## src/rtl/regfile_write_arbiter_pkg.sv

```systemverilog
// Shared defaults for the register-file write path. The same values are used
// by register_file, decode and the benches.
//   NREQ_DEF  - number of write requesters
//   AW_DEF    - register address width
//   DW_DEF    - register data width
//   REG_COUNT - number of architectural registers
package regfile_write_arbiter_pkg;
  localparam int NREQ_DEF  = 2;
  localparam int AW_DEF    = 2;
  localparam int DW_DEF    = 4;
  localparam int REG_COUNT = 2 ** AW_DEF;

  // Width needed to hold an index in 0..n-1. Never returns zero, so a
  // pointer always has at least one bit.
  function automatic int ptr_w(input int n);
    return (n > 1) ? $clog2(n) : 1;
  endfunction
endpackage

```

## src/rtl/regfile_write_arbiter_rr_arbiter.sv

```systemverilog
// Round-robin arbiter with a one-hot combinational grant.
//   clk   - rising-edge clock
//   rst   - asynchronous active-high reset; last_grant goes to N-1, so
//           requester 0 has highest priority
//   req   - request vector
//   grant - one-hot grant, zero when req is zero
// The search starts just above last_grant and wraps. last_grant moves only
// when a grant is issued, so idle cycles leave the priority order unchanged.
module rr_arbiter
  import regfile_write_arbiter_pkg::*;
#(
  parameter int N = NREQ_DEF
) (
  input  logic         clk,
  input  logic         rst,
  input  logic [N-1:0] req,
  output logic [N-1:0] grant
);
  localparam int PW = ptr_w(N);
  localparam logic [PW-1:0] LAST_IDX = PW'(N - 1);

  logic [PW-1:0] last_grant;
  logic [PW-1:0] grant_idx;
  logic [N-1:0]  hi_mask;
  logic [N-1:0]  req_hi;
  logic [N-1:0]  pick_src;

  // Requesters above last_grant come first. If none of them is asking, the
  // search wraps to the whole vector. This avoids any modulo arithmetic,
  // so it also works for N=3.
  always_comb begin
    hi_mask = '0;
    for (int i = 0; i < N; i++) hi_mask[i] = (PW'(i) > last_grant);
  end

  assign req_hi   = req & hi_mask;
  assign pick_src = (|req_hi) ? req_hi : req;

  // Pick the lowest set bit of pick_src. The loop runs downward, so the last
  // hit it records is the lowest one.
  always_comb begin
    grant     = '0;
    grant_idx = '0;
    for (int i = N - 1; i >= 0; i--) begin
      if (pick_src[i]) begin
        grant     = '0;
        grant[i]  = 1'b1;
        grant_idx = PW'(i);
      end
    end
  end

  always_ff @(posedge clk or posedge rst) begin
    if (rst)       last_grant <= LAST_IDX;
    else if (|req) last_grant <= grant_idx;
  end
endmodule

```

## src/rtl/regfile_write_arbiter.sv

```systemverilog
// Owns the single register_file write port (C/D/E). It shares that port
// between NREQ writers and keeps a per-register pending scoreboard so that
// decode can stall reads of registers that still have a write outstanding.
//   clk, rst            - clock; asynchronous active-high reset
//   req/req_addr/req_data - flattened requester i at [i*AW +: AW]/[i*DW +: DW]
//   ack                 - combinational one-hot grant; the transfer happens
//                         at the edge where req&ack
//   wr_addr/wr_data/wr_en - registered outputs to register_file C/D/E
//   claim_valid/claim_addr - decode marks a destination register as pending
//   rd_addr_a/rd_addr_b - decode read addresses
//   pending             - registered scoreboard, one bit per register
//   stall               - combinational, not bypassed
module regfile_write_arbiter
  import regfile_write_arbiter_pkg::*;
#(
  parameter int NREQ = NREQ_DEF,
  parameter int AW   = AW_DEF,
  parameter int DW   = DW_DEF
) (
  input  logic                 clk,
  input  logic                 rst,
  input  logic [NREQ-1:0]      req,
  input  logic [NREQ*AW-1:0]   req_addr,
  input  logic [NREQ*DW-1:0]   req_data,
  output logic [NREQ-1:0]      ack,
  output logic [AW-1:0]        wr_addr,
  output logic [DW-1:0]        wr_data,
  output logic                 wr_en,
  input  logic                 claim_valid,
  input  logic [AW-1:0]        claim_addr,
  input  logic [AW-1:0]        rd_addr_a,
  input  logic [AW-1:0]        rd_addr_b,
  output logic [(2**AW)-1:0]   pending,
  output logic                 stall
);
  localparam int RC = 2 ** AW;

  logic [AW-1:0] sel_addr;
  logic [DW-1:0] sel_data;
  logic [RC-1:0] pending_nxt;

  rr_arbiter #(.N(NREQ)) u_arb (
    .clk   (clk),
    .rst   (rst),
    .req   (req),
    .grant (ack)
  );

  // ack is one-hot, so OR-ing the masked fields gives the granted payload.
  always_comb begin
    sel_addr = '0;
    sel_data = '0;
    for (int i = 0; i < NREQ; i++) begin
      if (ack[i]) begin
        sel_addr = sel_addr | req_addr[i*AW +: AW];
        sel_data = sel_data | req_data[i*DW +: DW];
      end
    end
  end

  // When there is no grant, addr and data hold their last values and only
  // the enable drops.
  always_ff @(posedge clk or posedge rst) begin
    if (rst) begin
      wr_en   <= 1'b0;
      wr_addr <= '0;
      wr_data <= '0;
    end else begin
      wr_en <= |ack;
      if (|ack) begin
        wr_addr <= sel_addr;
        wr_data <= sel_data;
      end
    end
  end

  // Set has priority over clear. If a register is claimed on the same edge
  // that its previous write commits, the new producer keeps it pending.
  always_comb begin
    pending_nxt = pending;
    for (int r = 0; r < RC; r++) begin
      if (claim_valid && claim_addr == AW'(r))  pending_nxt[r] = 1'b1;
      else if (wr_en && wr_addr == AW'(r))      pending_nxt[r] = 1'b0;
    end
  end

  always_ff @(posedge clk or posedge rst) begin
    if (rst) pending <= '0;
    else     pending <= pending_nxt;
  end

  assign stall = pending[rd_addr_a] | pending[rd_addr_b];
endmodule

```

## config.mk

```make
export PLATFORM = sky130hd
export DESIGN_NAME = regfile_write_arbiter
export DESIGN_NICKNAME = d
export VERILOG_FILES = /design/src/rtl/regfile_write_arbiter_pkg.sv /design/src/rtl/regfile_write_arbiter_rr_arbiter.sv /design/src/rtl/regfile_write_arbiter.sv
export SDC_FILE = /design/constraint.sdc
export NUM_CORES = 1
export LEC_CHECK = 0
export ABC_AREA = 1
export BUFFER_PORTS_ARGS = -buffer_cell sky130_fd_sc_hd__buf_2
export CAP_MARGIN = 20
export CORE_MARGIN = 4
export CORE_UTILIZATION = 44
export CTS_CLUSTER_DIAMETER = 200
export CTS_CLUSTER_SIZE = 30
export DETAILED_ROUTE_END_ITERATION = 8
export PLACE_DENSITY = 0.8
export SLEW_MARGIN = 30
export SYNTH_ARGS = -nofsm -noshare
export SYNTH_HDL_FRONTEND = slang
export SYNTH_HIERARCHICAL = 1
export SYNTH_SLANG_ARGS = --single-unit
```

## constraint.sdc

```tcl
create_clock -name clk -period 3.25 [get_ports clk]
set_input_delay 0.65 -clock clk [delete_from_list [all_inputs] [get_ports clk]]
set_output_delay 0.65 -clock clk [all_outputs]
set_load 0.05 [all_outputs]
```

==> flow_summary.toml <==
[floorplan]
floorplan.io_pins = 37
die_height_um = 45.5
floorplan.initialDensity_pct = 46.9
die_width_um = 45.5
placeableCoreArea_um2 = 1320
placement_rows = 13
fp.dieArea_um2 = 2070

[setup_path]
cpMaxStageDelayCell = "dfstp_2"
cp-start-kind = "flop"
timing.critical_path.fanout_max = 8
critical_path.top_delay_family = "flip-flops"
end_kind = "output pin"
crit_arrival_ns = 1.43
rr_startpoint = "u_arb/last_grant"
cp_num_buf_inv = 3
crit_path_cell_trace = "inv_1 > a21boi_1 > buf_4 > buf_2"
path_class = "reg -> out"
critPathLaunch = "u_arb/last_grant"
worst_ep_required_time_ns = 2.60
critical-path-max-stage-delay_ns = 0.53

[clocking]
post_cts_repair_setup_buffers = 0
hold_buffers = 0
ctsHtreeMaxLevel = 1
cts_num_sinks = 12
cts_resized = 0
cts.reportedPaths.clkPinSlew_ns = 0.08
cts_buffers = 3
ctsRootBufferMaster = "clkbuf_4"
cts_tree = "done"
cts_max_path_buffers = 2
clkLatencyLatePin_ns = 0.27

[logic_synthesis]
synth-seq-area-share_pct = 48.8
synth_cell_types = 10
netlist_area_um2 = 618
synth_fp_nets = 108
syn-instance-count = 85
synth_seq_cells = 12
synth.avg_cell_area_um2 = 7.27
yosys_warnings = 6

[final_layout]
instances_no_fill = 141
layout.nets = 150
fill_cells = 115
share_of_post_route_cells_with_drive_strength_above_1_pct = 34.1
diodes = 0
area_occupied_by_multi_input_gates_um2 = 264
total_non_filler_cell_area_in_the_finished_layout_um2 = 851
post-route-util_pct = 64.6
final_common_cell = "nand2_1"
most-common-layout-cells = "nand2_1, buf_2, nand3_1"
synthToLayoutAreaGrowth_pct = 37.7
ff_latch_area_um2 = 302

[run_status]
run_status = "finished, final reports clean"

[placement]
finalWeightedCongestion = 0.752
place.port_buffers = 36
dp.cells = 137
detailedPlacementHpwl_um = 1230
place_area_um2 = 825

[global_routing]
global_route.usage.total_pct = 16.4
first_global_vias = 600
overflow = 0
grt_first_pass_wirelength_um = 2370
grt_max_degree = 12
antenna_found_initial = 0

[power_and_ir_drop]
pwr-share-comb_pct = 43.4
clock_power_share_pct = 18.3
cellPowerDensity_nw_per_um2 = 629
power.switching_mw = 0.249
post-layout-total-power_mw = 0.535
power.internal_mw = 0.286
maximum_vdd_ir_drop_v = 0.000278
power.share.switching_pct = 46.6
seq_power_share_pct = 38.3
total_leakage_power_nw = 0.508

[detailed_routing]
drt.antenna.violating_nets = 0
drc_violations_left = 0
vias = 675
vias_per_cell = 4.79
finalWirelength_um = 1470
drt_pre_antenna_iters = 4
first_iter_violations = 7
routed_wire_length_per_instance_um = 10.4

[sta]
finalHoldViolCount = 0
timing.final.crit_period_ns = 2.08
finalCritPeriodShare_pct = 64.0
fin_setup_tns_ns = 0
skew_ns = 0.00255
worst_pin_slew_ns = 0.421
timing.final.max_slew_violations = 0
report.final.setup_viol = 0
grt_setup_unrepaired = "false"
max_clock_freq_ghz = 0.480
worst_slew_margin_rel_pct = 71.9

[min_path]
min_path_type = "in -> async"

[run]
maxCapViolCount = 0
[layer usage]
metal | routed length [um] | global-route usage [%] | up-vias
met4 | 7 | 8.77 | 0
met2 | 791 | 28.4 | 25
met5 | 0 | 0 | -
met1 | 568 | 18.5 | 302
li1 | - | - | 346
met3 | 100 | 3.56 | 2
[worst register-to-register path: cells and delay by family (launching register included)]
kind                   cells  cell delay (ns)
AND/OR/NAND/NOR            3             0.20
AO/OA/AOI/OAI              1             0.12
buffers and inverters      2             0.23
flip-flops                 1             0.53
[logic make-up after synthesis]
family,after synthesis,synth area share (%)
simple gates,57,39.5
buf+inv,13,8.50
flops,12,48.8
compound gates,3,3.24
[path summary, 6_finish.rpt]
kind                              endpoint  slack (ns)  depth (start not counted)
worst max-delay path                ack[0]        1.17                          4
worst min-delay path            wr_addr[1]        0.36                          2
worst max register to register  wr_data[0]        2.05                          6
worst min register to register  wr_data[1]        0.48                          2
max in group asynchronous       pending[3]        2.59                          2
min in group clk                wr_data[1]        0.48                          2
[sequential cells by signal, indices dropped and copies added, names as in the netlist]
signal            count
wr_en                 1
u_arb/last_grant      1
wr_addr               2
wr_data               4
pending               4
[cells in the mapped netlist]
cell / instances / area [um2]
nand2_1: 38 / 143
nand3_1: 18 / 90.1
inv_1: 12 / 45.0
dfrtp_1: 11 / 275
a21boi_0: 1 / 7.51
a21boi_1: 1 / 7.51
buf_4: 1 / 7.51
dfstp_2: 1 / 26.3
nor2_4: 1 / 11.3
o21ai_0: 1 / 5.00
[per-stage QoR]
stage                     setup WS, ns  hold WS (ns)
final                             1.17         0.364
after CTS                         1.15         0.361
after floorplan                  0.858         0.487
after global routing              1.09         0.364
after global placement            1.23         0.460
after detailed placement          1.21         0.465
[final cells by class]
type / count / area share, %
clock buffers: 4 / 3.09
repair buffers: 38 / 22.9
inverters: 12 / 5.29
flip-flops and latches: 12 / 35.4
well taps: 15 / 2.21
multi-input cells: 60 / 31.0
[power groups by stage]
| stage | combinational, mW | sequential (mW) | clock, mW |
|---|---|---|---|
| 2_1_floorplan | 0.0758 | 0.301 | 0 |
| 3_5_place_dp | 0.234 | 0.208 | 0 |
| 3_3_place_gp | 0.230 | 0.208 | 0 |
| 6_report | 0.232 | 0.205 | 0.0980 |
| 5_1_grt | 0.250 | 0.211 | 0.109 |
| 4_1_cts | 0.235 | 0.205 | 0.100 |
(Power assumes the default switching activity.)
